==> config.mk <==
export PLATFORM = sky130hd
export DESIGN_NAME = rv32_fetch_unit_flat
export DESIGN_NICKNAME = d
export VERILOG_FILES = /design/src/rtl/rv32_fetch_unit_if.sv /design/src/rtl/rv32_fetch_unit.sv /design/src/flat_wrapper.sv
export SDC_FILE = /design/constraint.sdc
export NUM_CORES = 1
export LEC_CHECK = 0
export CAP_MARGIN = 20
export CORE_MARGIN = 2
export CORE_UTILIZATION = 51
export DETAILED_ROUTE_END_ITERATION = 7
export GPL_ROUTABILITY_DRIVEN = 0
export PLACE_DENSITY = 0.79
export SLEW_MARGIN = 20
export SYNTH_ARGS = -nofsm -noshare
export SYNTH_HDL_FRONTEND = slang
export SYNTH_SLANG_ARGS = --single-unit
==> constraint.sdc <==
create_clock -name clk -period 17.86 [get_ports clk]
set_clock_uncertainty 0.05 [all_clocks]
set_input_delay 3.572 -clock clk [delete_from_list [all_inputs] [get_ports clk]]
set_output_delay 3.572 -clock clk [all_outputs]
set_load 0.01 [all_outputs]
==> src/rtl/rv32_fetch_unit_if.sv <==
// Fetch-unit handshake bundle: redirect from the core, imem request/response, and the
// {pc, instruction} stream to the core. master = fetch unit side, slave = core/memory side.
interface rv32_fetch_unit_if;
    logic        redirect_valid;
    logic [31:0] redirect_pc;
    logic        imem_req_valid;
    logic        imem_req_ready;
    logic [31:0] imem_req_addr;
    logic        imem_rsp_valid;
    logic [31:0] imem_rsp_data;
    logic        inst_valid;
    logic        inst_ready;
    logic [31:0] inst_data;
    logic [31:0] inst_pc;
    logic        misalign_err;

    modport master (
        input  redirect_valid, redirect_pc, imem_req_ready, imem_rsp_valid, imem_rsp_data, inst_ready,
        output imem_req_valid, imem_req_addr, inst_valid, inst_data, inst_pc, misalign_err
    );

    modport slave (
        output redirect_valid, redirect_pc, imem_req_ready, imem_rsp_valid, imem_rsp_data, inst_ready,
        input  imem_req_valid, imem_req_addr, inst_valid, inst_data, inst_pc, misalign_err
    );
endinterface

==> src/rtl/rv32_fetch_unit.sv <==
// RV32 fetch stage: credit-limited imem requests, in-order response FIFO, redirect flush.
// Optional macro RV32_FETCH_ALIGN_CHECK_EN: misaligned redirects set a sticky error and halt fetch.
module rv32_fetch_unit #(
    parameter logic [31:0] RESET_VECTOR = 32'h0000_0000,
    parameter int unsigned FIFO_DEPTH   = 2
) (
    input  logic              clk,
    input  logic              reset,
    rv32_fetch_unit_if.master bus
);
    localparam int unsigned      PTR_W   = $clog2(FIFO_DEPTH);
    localparam int unsigned      CNT_W   = PTR_W + 1;
    localparam logic [CNT_W:0]   CREDITS = (CNT_W + 1)'(FIFO_DEPTH);

    logic [31:0]      fetch_pc_q, fetch_pc_d;
    logic [31:0]      rsp_pc_q, rsp_pc_d;
    logic [CNT_W-1:0] count_q, count_d;
    logic [CNT_W-1:0] outst_q, outst_d;
    logic [CNT_W-1:0] drop_q, drop_d;
    logic [PTR_W-1:0] wr_ptr_q, wr_ptr_d;
    logic [PTR_W-1:0] rd_ptr_q, rd_ptr_d;
    logic             halt_q, halt_d;
    logic             misalign_q, misalign_d;
    logic [31:0]      pc_mem_q   [FIFO_DEPTH];
    logic [31:0]      data_mem_q [FIFO_DEPTH];

    logic        req_valid;
    logic        req_fire;
    logic        push;
    logic        pop;
    logic [31:0] redirect_tgt;
    logic        redirect_bad;

    assign redirect_tgt = {bus.redirect_pc[31:2], 2'b00};

`ifdef RV32_FETCH_ALIGN_CHECK_EN
    assign redirect_bad = |bus.redirect_pc[1:0];
`else
    logic unused_redirect_lsbs;
    assign unused_redirect_lsbs = ^bus.redirect_pc[1:0];
    assign redirect_bad         = 1'b0;
`endif

    always_comb begin
        req_valid = !reset && !bus.redirect_valid && !halt_q &&
                    (({1'b0, count_q} + {1'b0, outst_q}) < CREDITS);
        req_fire  = req_valid && bus.imem_req_ready;
        pop       = (count_q != '0) && bus.inst_ready;
        push      = 1'b0;

        fetch_pc_d = fetch_pc_q;
        rsp_pc_d   = rsp_pc_q;
        count_d    = count_q;
        outst_d    = outst_q;
        drop_d     = drop_q;
        wr_ptr_d   = wr_ptr_q;
        rd_ptr_d   = rd_ptr_q;
        halt_d     = halt_q;
        misalign_d = misalign_q;

        if (bus.redirect_valid) begin
            // No request fires this cycle; a response arriving now is retired and discarded,
            // everything still in flight becomes stale.
            outst_d    = outst_q - CNT_W'(bus.imem_rsp_valid);
            drop_d     = outst_q - CNT_W'(bus.imem_rsp_valid);
            count_d    = '0;
            wr_ptr_d   = '0;
            rd_ptr_d   = '0;
            fetch_pc_d = redirect_tgt;
            rsp_pc_d   = redirect_tgt;
            halt_d     = redirect_bad;
            misalign_d = misalign_q | redirect_bad;
        end else begin
            if (req_fire) begin
                fetch_pc_d = fetch_pc_q + 32'd4;
            end
            outst_d = outst_q + CNT_W'(req_fire) - CNT_W'(bus.imem_rsp_valid);
            if (bus.imem_rsp_valid) begin
                if (drop_q != '0) begin
                    drop_d = drop_q - 1'b1;
                end else begin
                    push     = 1'b1;
                    rsp_pc_d = rsp_pc_q + 32'd4;
                end
            end
            if (push) begin
                wr_ptr_d = wr_ptr_q + 1'b1;
            end
            if (pop) begin
                rd_ptr_d = rd_ptr_q + 1'b1;
            end
            count_d = count_q + CNT_W'(push) - CNT_W'(pop);
        end
    end

    always_ff @(posedge clk) begin
        if (reset) begin
            fetch_pc_q <= RESET_VECTOR;
            rsp_pc_q   <= RESET_VECTOR;
            count_q    <= '0;
            outst_q    <= '0;
            drop_q     <= '0;
            wr_ptr_q   <= '0;
            rd_ptr_q   <= '0;
            halt_q     <= 1'b0;
            misalign_q <= 1'b0;
        end else begin
            fetch_pc_q <= fetch_pc_d;
            rsp_pc_q   <= rsp_pc_d;
            count_q    <= count_d;
            outst_q    <= outst_d;
            drop_q     <= drop_d;
            wr_ptr_q   <= wr_ptr_d;
            rd_ptr_q   <= rd_ptr_d;
            halt_q     <= halt_d;
            misalign_q <= misalign_d;
        end
    end

    always_ff @(posedge clk) begin
        if (push) begin
            pc_mem_q[wr_ptr_q]   <= rsp_pc_q;
            data_mem_q[wr_ptr_q] <= bus.imem_rsp_data;
        end
    end

    assign bus.imem_req_valid = req_valid;
    assign bus.imem_req_addr  = fetch_pc_q;
    assign bus.inst_valid     = (count_q != '0);
    assign bus.inst_pc        = pc_mem_q[rd_ptr_q];
    assign bus.inst_data      = data_mem_q[rd_ptr_q];
    assign bus.misalign_err   = misalign_q;
endmodule

==> src/flat_wrapper.sv <==
// flat-port wrapper written by rule: the top's interface ports become plain ports
module rv32_fetch_unit_flat 
#(
    parameter logic [31:0] RESET_VECTOR = 32'h0000_0000,
    parameter int unsigned FIFO_DEPTH   = 2
)
  (clk, reset, bus_redirect_valid, bus_redirect_pc, bus_imem_req_ready, bus_imem_rsp_valid, bus_imem_rsp_data, bus_inst_ready, bus_imem_req_valid, bus_imem_req_addr, bus_inst_valid, bus_inst_data, bus_inst_pc, bus_misalign_err);
  rv32_fetch_unit_if bus_i ();
  input  logic clk;
  input  logic reset;
  input wire logic [$bits(bus_i.redirect_valid)-1:0] bus_redirect_valid;
  input wire logic [$bits(bus_i.redirect_pc)-1:0] bus_redirect_pc;
  input wire logic [$bits(bus_i.imem_req_ready)-1:0] bus_imem_req_ready;
  input wire logic [$bits(bus_i.imem_rsp_valid)-1:0] bus_imem_rsp_valid;
  input wire logic [$bits(bus_i.imem_rsp_data)-1:0] bus_imem_rsp_data;
  input wire logic [$bits(bus_i.inst_ready)-1:0] bus_inst_ready;
  output wire logic [$bits(bus_i.imem_req_valid)-1:0] bus_imem_req_valid;
  output wire logic [$bits(bus_i.imem_req_addr)-1:0] bus_imem_req_addr;
  output wire logic [$bits(bus_i.inst_valid)-1:0] bus_inst_valid;
  output wire logic [$bits(bus_i.inst_data)-1:0] bus_inst_data;
  output wire logic [$bits(bus_i.inst_pc)-1:0] bus_inst_pc;
  output wire logic [$bits(bus_i.misalign_err)-1:0] bus_misalign_err;
  assign bus_i.redirect_valid = bus_redirect_valid;
  assign bus_i.redirect_pc = bus_redirect_pc;
  assign bus_i.imem_req_ready = bus_imem_req_ready;
  assign bus_i.imem_rsp_valid = bus_imem_rsp_valid;
  assign bus_i.imem_rsp_data = bus_imem_rsp_data;
  assign bus_i.inst_ready = bus_inst_ready;
  assign bus_imem_req_valid = bus_i.imem_req_valid;
  assign bus_imem_req_addr = bus_i.imem_req_addr;
  assign bus_inst_valid = bus_i.inst_valid;
  assign bus_inst_data = bus_i.inst_data;
  assign bus_inst_pc = bus_i.inst_pc;
  assign bus_misalign_err = bus_i.misalign_err;
  rv32_fetch_unit #(.RESET_VECTOR(RESET_VECTOR), .FIFO_DEPTH(FIFO_DEPTH)) u_core (.clk(clk), .reset(reset), .bus(bus_i));
endmodule
==> results.json, run 1 <==
{
  "fin_setup_tns_ns": 0,
  "synth_ff_type": "edfxtp_1",
  "start_util_pct": 51.7,
  "grt_pass1_wl_mm": 30.5,
  "fp-row-count": 47,
  "h-tree-depth": 4,
  "syn_area_um2": 8480,
  "dr.pass1.iters": 5,
  "cts_buffers": 17,
  "outcome": "completed",
  "drt_iter0_markers": 583,
  "powerDensity_nw_per_um2": 93.4,
  "slew_viol_final": 0,
  "portBuffers": 161,
  "yosysWarnings": 0,
  "root_buffer": "clkbuf_16",
  "synth.area.top_cells": "edfxtp_1 (44%), dfxtp_1 (16%), mux2_2 (8.2%)",
  "antenna_cells": 0,
  "cts_buffer_depth": 2,
  "grt_overflow": 0,
  "wl_per_cell_um": 18.3,
  "area_delta_synth_final_pct": 28.2,
  "fmax_mhz": 107,
  "core-area_um2": 16400,
  "rsz0062_at_grt": "false",
  "synth_top_family_by_area": "simple AND/OR/NAND/NOR gates",
  "fin_crit_sh_pct": 52.2,
  "utilization_pct": 66.2,
  "die-area_um2": 17700,
  "yosys.area_share.simple_pct": 14.7,
  "synth_edf_count": 124,
  "post-cts-setup-buffers": 0,
  "finalInstanceArea_um2": 10900,
  "cts_resized": 0,
  "synth.distinct_cells": 63,
  "drive_gt1_share_pct": 13.4,
  "hold_violations": 0,
  "cts_hold_buf": 0,
  "die-height_um": 133,
  "synthCells": 676,
  "vias": 6273,
  "dpl.hpwl_mm": 13.1,
  "synth_top_cell_by_area": "edfxtp_1",
  "hp-class": "flop to flop",
  "postPlaceCellArea_um2": 10300,
  "remaining_drc_errors": 0,
  "drt_wl_total_mm": 19.4,
  "io_pins": 169,
  "synth_fa_ha_area_share_pct": 1.27,
  "clkLatencyLatePin_ns": 0.43,
  "p_total_mw": 1.02,
  "critPathArrivalTime_ns": 5.71,
  "grt_usage_pct": 21.9,
  "period_minus_slack_ns": 9.33,
  "crit_type": "primary input to primary output",
  "cp_max_fo": 20,
  "netlist.area_leader.share_pct": 43.9,
  "synth_compound_area_share_pct": 9.95,
  "vias_per_cell": 5.91,
  "fin_worst_hold_slack_ns": 0.462,
  "cts_tree": "done",
  "required_ns": 14.24,
  "async_reset_ff_share_pct": 0,
  "antenna_found_initial": 0,
  "final-setup-viol-count": 0,
  "maxCapViolations": 0,
  "grt_pass1_vias": 5917,
  "max_slew_margin_pct": 43.5,
  "clock-sinks": 193,
  "startpoint_type": "primary input",
  "antenna_left": 0,
  "vdd_ir_drop_max_uv": 70.6,
  "yosysSeqAreaShare_pct": 60.2,
  "fp.dieW_um": 133,
  "end_kind": "primary output",
  "synth_mux_area_share_pct": 8.47,
  "clkTransAtPathRegs_ns": 0.07,
  "synth_xor_area_share_pct": 2.89,
  "syn_avg_cell_area_um2": 12.5,
  "yosys_register_bits": 193,
  "nets": 907,
  "grt_max_degree": 73,
  "worstMarginPinSlew_ns": 0.843,
  "p_leak_nw": 3.64
}
-- per-stage QoR --
| stage | cells | setup slack [ns] |
|---|---|---|
| finish | 1062 | 8.53 |
| global route | 1062 | 8.42 |
| CTS | 1062 | 8.55 |
| detailed placement | 1030 | 8.54 |
| global placement | 1030 | 8.59 |
| floorplan | 680 | 8.83 |
-- report_power, final --
| part | switching, mW | internal (mW) | total [mW] |
|---|---|---|---|
| sequential | 0.0193 | 0.498 | 0.517 |
| clock | 0.158 | 0.221 | 0.379 |
| combinational | 0.0550 | 0.0641 | 0.119 |
| total | 0.232 | 0.783 | 1.02 |
-- cells in the mapped netlist (9+ instances only) --
cell type and number:
edfxtp_1 124, clkbuf_1 26, o31a_1 9, a21boi_0 19, nor3_1 10, inv_1 11, nand2_1 35, dfxtp_1 69
and2_1 9, nor2_1 34, and4_1 13, o21a_1 22, xnor2_1 12, nand4_1 21, mux2_2 62, nand3_1 32
o21ai_0 18, and3_1 12, a211oi_1 10, xor2_1 16, nor4_1 16
-- routing by layer --
layer  GRT usage (%)  wire, um
met2            35.6      9120
met4            7.41       387
met3            5.36      1810
met5               0         0
met1            28.9      8090
-- state kept, by name, indices dropped and copies added, names as in the netlist, named ones only --
signal	flops
u_core.count_q	2
u_core.pc_mem_q	60
u_core.bus.imem_req_addr	30
u_core.data_mem_q	64
u_core.outst_q	2
u_core.wr_ptr_q	1
u_core.rd_ptr_q	1
u_core.drop_q	2
u_core.rsp_pc_q	30
-- cell type report --
cell class                 count  area (um^2)
clock inverter                12          156
fill                        1164         5540
tap                          220          275
clock buffer                  20          437
multi-input combinational    437         3190
sequential                   193         5110
inverter                      13         48.8
timing repair buffer         167         1660
-- path summary, 6_finish.rpt --
path	start	cells past startpoint	slack (ns)	endpoint
worst min register to register	u_core.rsp_pc_q[31]$_SDFFE_PP0P_	0	0.46	u_core.pc_mem_q[1][31]$_DFFE_PP_
worst max-delay path	reset	4	8.53	bus_imem_req_valid
worst max register to register	u_core.count_q[0]$_SDFF_PP0_	7	15.15	u_core.bus.imem_req_addr[11]$_SDFFE_PP0P_
worst min-delay path	u_core.rsp_pc_q[31]$_SDFFE_PP0P_	0	0.46	u_core.pc_mem_q[1][31]$_DFFE_PP_
-- kinds of logic after synthesis --
logic type,count (synthesis)
AO/OA/AOI/OAI,115
XOR/XNOR,28
adder cells (fa/ha/maj),8
buffers and inverters,50
flip-flops,193
multiplexers,64
other,1
AND/OR/NAND/NOR,217
-- worst max-delay path, stage by stage --
cell and delay (ns):
clkdlybuf4s50_1 0.82, or2_2 0.58, nor3_1 0.16, clkdlybuf4s50_1 0.56
-- layout by cell type (no fill, tap or decap), types with 4 or more instances in the layout --
cell             synthesis  final
o31a_1                   9      9
a311oi_1                 4      4
mux2_2                  62     62
nor3b_1                  4      4
nand3_1                 32     32
xnor2_1                 12     12
ha_1                     7      7
nor3_1                  10      9
or3_1                    5      5
nor4_1                  16     16
and3_1                  12     11
o21ai_0                 18     18
a21oi_1                  4      4
inv_1                   11     11
conb_1                   1      5
edfxtp_1               124    124
nor2_1                  34     34
and4_1                  13     13
a21boi_0                19     19
a211oi_1                10     10
clkbuf_16                0     17
and2_1                   9      9
xor2_1                  16     16
nand2_1                 35     35
dfxtp_1                 69     68
buf_4                    5      6
o21a_1                  22     22
nor4b_1                  4      4
clkdlybuf4s50_1          0    161
a31oi_1                  7      7
or4_1                    7      7
nand4_1                 21     21
No activity file was read; power rests on OpenSTA's default activity.
==> inputs of run 2 (changes only) <==
==> constraint.sdc (replaced) <==
create_clock -name clk -period 9.3 [get_ports clk]
set_clock_uncertainty 0.05 [all_clocks]
set_input_delay 1.86 -clock clk [delete_from_list [all_inputs] [get_ports clk]]
set_output_delay 1.86 -clock clk [all_outputs]
set_load 0.01 [all_outputs]
==> run 2 against run 1 <==
Against the previous run:
- first-iteration DRC count decreased by 18%
- utilization decreased by 0.15 points
- clock-buffer cell count decreased by 2
- critical path depth unchanged
- wire length decreased by 0.87%
- largest cell class unchanged
- largest power group unchanged
- highest routed layer unchanged
==> results.json, run 2 (same netlist as run 1, synthesis figures left out) <==
{
  "outcome": "completed",
  "combinationalPowerShare_pct": 11.9,
  "pre_cts_ws_ns": 3.39,
  "critical_path.top_delay_family": "buffers and inverters",
  "die-area_um2": 17700,
  "antenna_left": 0,
  "p_leak_nw": 3.62,
  "crit_top_cell": "clkdlybuf4s50_1",
  "grt_pass1_wl_mm": 30.5,
  "fmax_mhz": 170,
  "grt_overflow": 0,
  "h-tree-depth": 4,
  "most-common-layout-cells": "clkdlybuf4s50_1 (161), edfxtp_1 (124), dfxtp_1 (68)",
  "fin_crit_sh_pct": 63.4,
  "fin_worst_hold_slack_ns": 0.455,
  "vias": 6240,
  "worst_path_max_delay_cell": "clkdlybuf4s50_1",
  "drive_gt1_share_pct": 13.4,
  "portBuffers": 161,
  "top_register": "u_core.data_mem_q",
  "powerDensity_nw_per_um2": 177,
  "clock-sinks": 193,
  "finalWorstSetupSlack_ns": 3.40,
  "startpoint_type": "primary input",
  "max_stage_delay_ns": 0.82,
  "critPathBufInv": 2,
  "fin_setup_tns_ns": 0,
  "cp_cell_sequence": "clkdlybuf4s50_1 > or2_2 > nor3_1 > clkdlybuf4s50_1",
  "period_minus_slack_ns": 5.90,
  "worstMarginPinSlew_ns": 0.834,
  "seqPwrFrac_pct": 51.7,
  "cts_tree": "done",
  "p_int_mw": 1.47,
  "start_util_pct": 51.7,
  "reg_top3": "u_core.data_mem_q: 64 flops, u_core.pc_mem_q: 60 flops",
  "fp-row-count": 47,
  "clkLatencyLatePin_ns": 0.43,
  "drt_iter0_markers": 476,
  "root_buffer": "clkbuf_16",
  "required_ns": 7.39,
  "netSwitchingPower_mw": 0.446,
  "p_total_mw": 1.92,
  "final-setup-viol-count": 0,
  "grt_usage_pct": 21.9,
  "grt_pass1_vias": 6098,
  "wl_per_cell_um": 18.1,
  "drt_wl_total_mm": 19.2,
  "largest_reg_flops": 64,
  "instances_no_fill": 1062,
  "clkTransAtPathRegs_ns": 0.07,
  "antenna_cells": 0,
  "hold_violations": 0,
  "final_common_cell": "clkdlybuf4s50_1",
  "critPathArrivalTime_ns": 3.99,
  "vias_per_cell": 5.88,
  "end_kind": "primary output",
  "core-area_um2": 16400,
  "die-height_um": 133,
  "post-cts-setup-buffers": 0,
  "crit_type": "primary input to primary output",
  "grt_max_degree": 73,
  "hp-class": "flop to flop",
  "dpl.hpwl_mm": 13.1,
  "vdd_ir_drop_max_uv": 140,
  "antenna_found_initial": 0,
  "slew_viol_final": 0,
  "fp.dieW_um": 133,
  "pwr-share-clk_pct": 36.4,
  "rsz0062_at_grt": "false",
  "nets": 907,
  "remaining_drc_errors": 0,
  "max_slew_margin_pct": 44.0,
  "cts_hold_buf": 0,
  "swShare_pct": 23.2,
  "maxCapViolations": 0,
  "cp_max_fo": 20,
  "area_delta_synth_final_pct": 27.9,
  "cts_buffer_depth": 2,
  "cts_resized": 0,
  "dr.pass1.iters": 5,
  "dp.cells": 1030,
  "io_pins": 169,
  "cts_buffers": 17
}
==> run 2: changes by cell type in the layout (fill, tap and decap cells not counted), sizes merged <==
cell / delta
clkinvlp: +1
inv: -1
clkinv: +3
bufinv: -1
clkbuf: -2
==> run 2: layer usage <==
metal / part of all wire, % / up-vias / routed length (um) / track usage, %
met1: 43 / 2950 / 8200 / 29.3
met5: 0 / - / 0 / 0
li1: - / 2904 / - / -
met3: 8.6 / 31 / 1660 / 5.75
met2: 47 / 355 / 9010 / 34.5
met4: 1.9 / 0 / 369 / 8.00
==> run 2: path summary, 6_finish.rpt <==
check,start,cells past startpoint,end,slack (ns)
worst max-delay path,reset,4,bus_imem_req_valid,3.40
worst min register to register,u_core.rsp_pc_q[31]$_SDFFE_PP0P_,0,u_core.pc_mem_q[0][31]$_DFFE_PP_,0.46
worst max register to register,u_core.count_q[0]$_SDFF_PP0_,7,u_core.bus.imem_req_addr[11]$_SDFFE_PP0P_,6.51
worst min-delay path,u_core.rsp_pc_q[31]$_SDFFE_PP0P_,0,u_core.pc_mem_q[0][31]$_DFFE_PP_,0.46
==> run 2: power by group through the flow <==
stage	clock network, mW	registers (mW)	logic, mW
after floorplan	0	1.01	0.113
after global placement	0	1.01	0.222
after global routing	0.737	0.998	0.247
after CTS	0.708	0.992	0.229
after detailed placement	0	1.01	0.227
final	0.698	0.993	0.229
==> run 2: cell type report <==
class | instances | area (um^2)
Inverter | 13 | 48.8
Clock buffer | 18 | 429
Sequential cell | 193 | 5110
Timing Repair Buffer | 167 | 1660
Clock inverter | 14 | 139
Tap cell | 220 | 275
Multi-Input combinational cell | 437 | 3190
Fill cell | 1146 | 5570
==> run 2: per-stage QoR <==
stage | util [%] | area [um^2]
finish | 66.1 | 10800
detailed placement | 62.6 | 10300
CTS | 66.1 | 10800
global route | 66.1 | 10800
floorplan | - | 8490
global placement | 62.6 | 10300
==> run 2: worst register-to-register path: cells and delay by family, from the launching register on <==
kind	cells	cell delay [ns]
flip-flops	1	0.33
buffers and inverters	1	0.06
AND/OR/NAND/NOR	5	1.73
adder cells (fa/ha/maj)	1	0.51
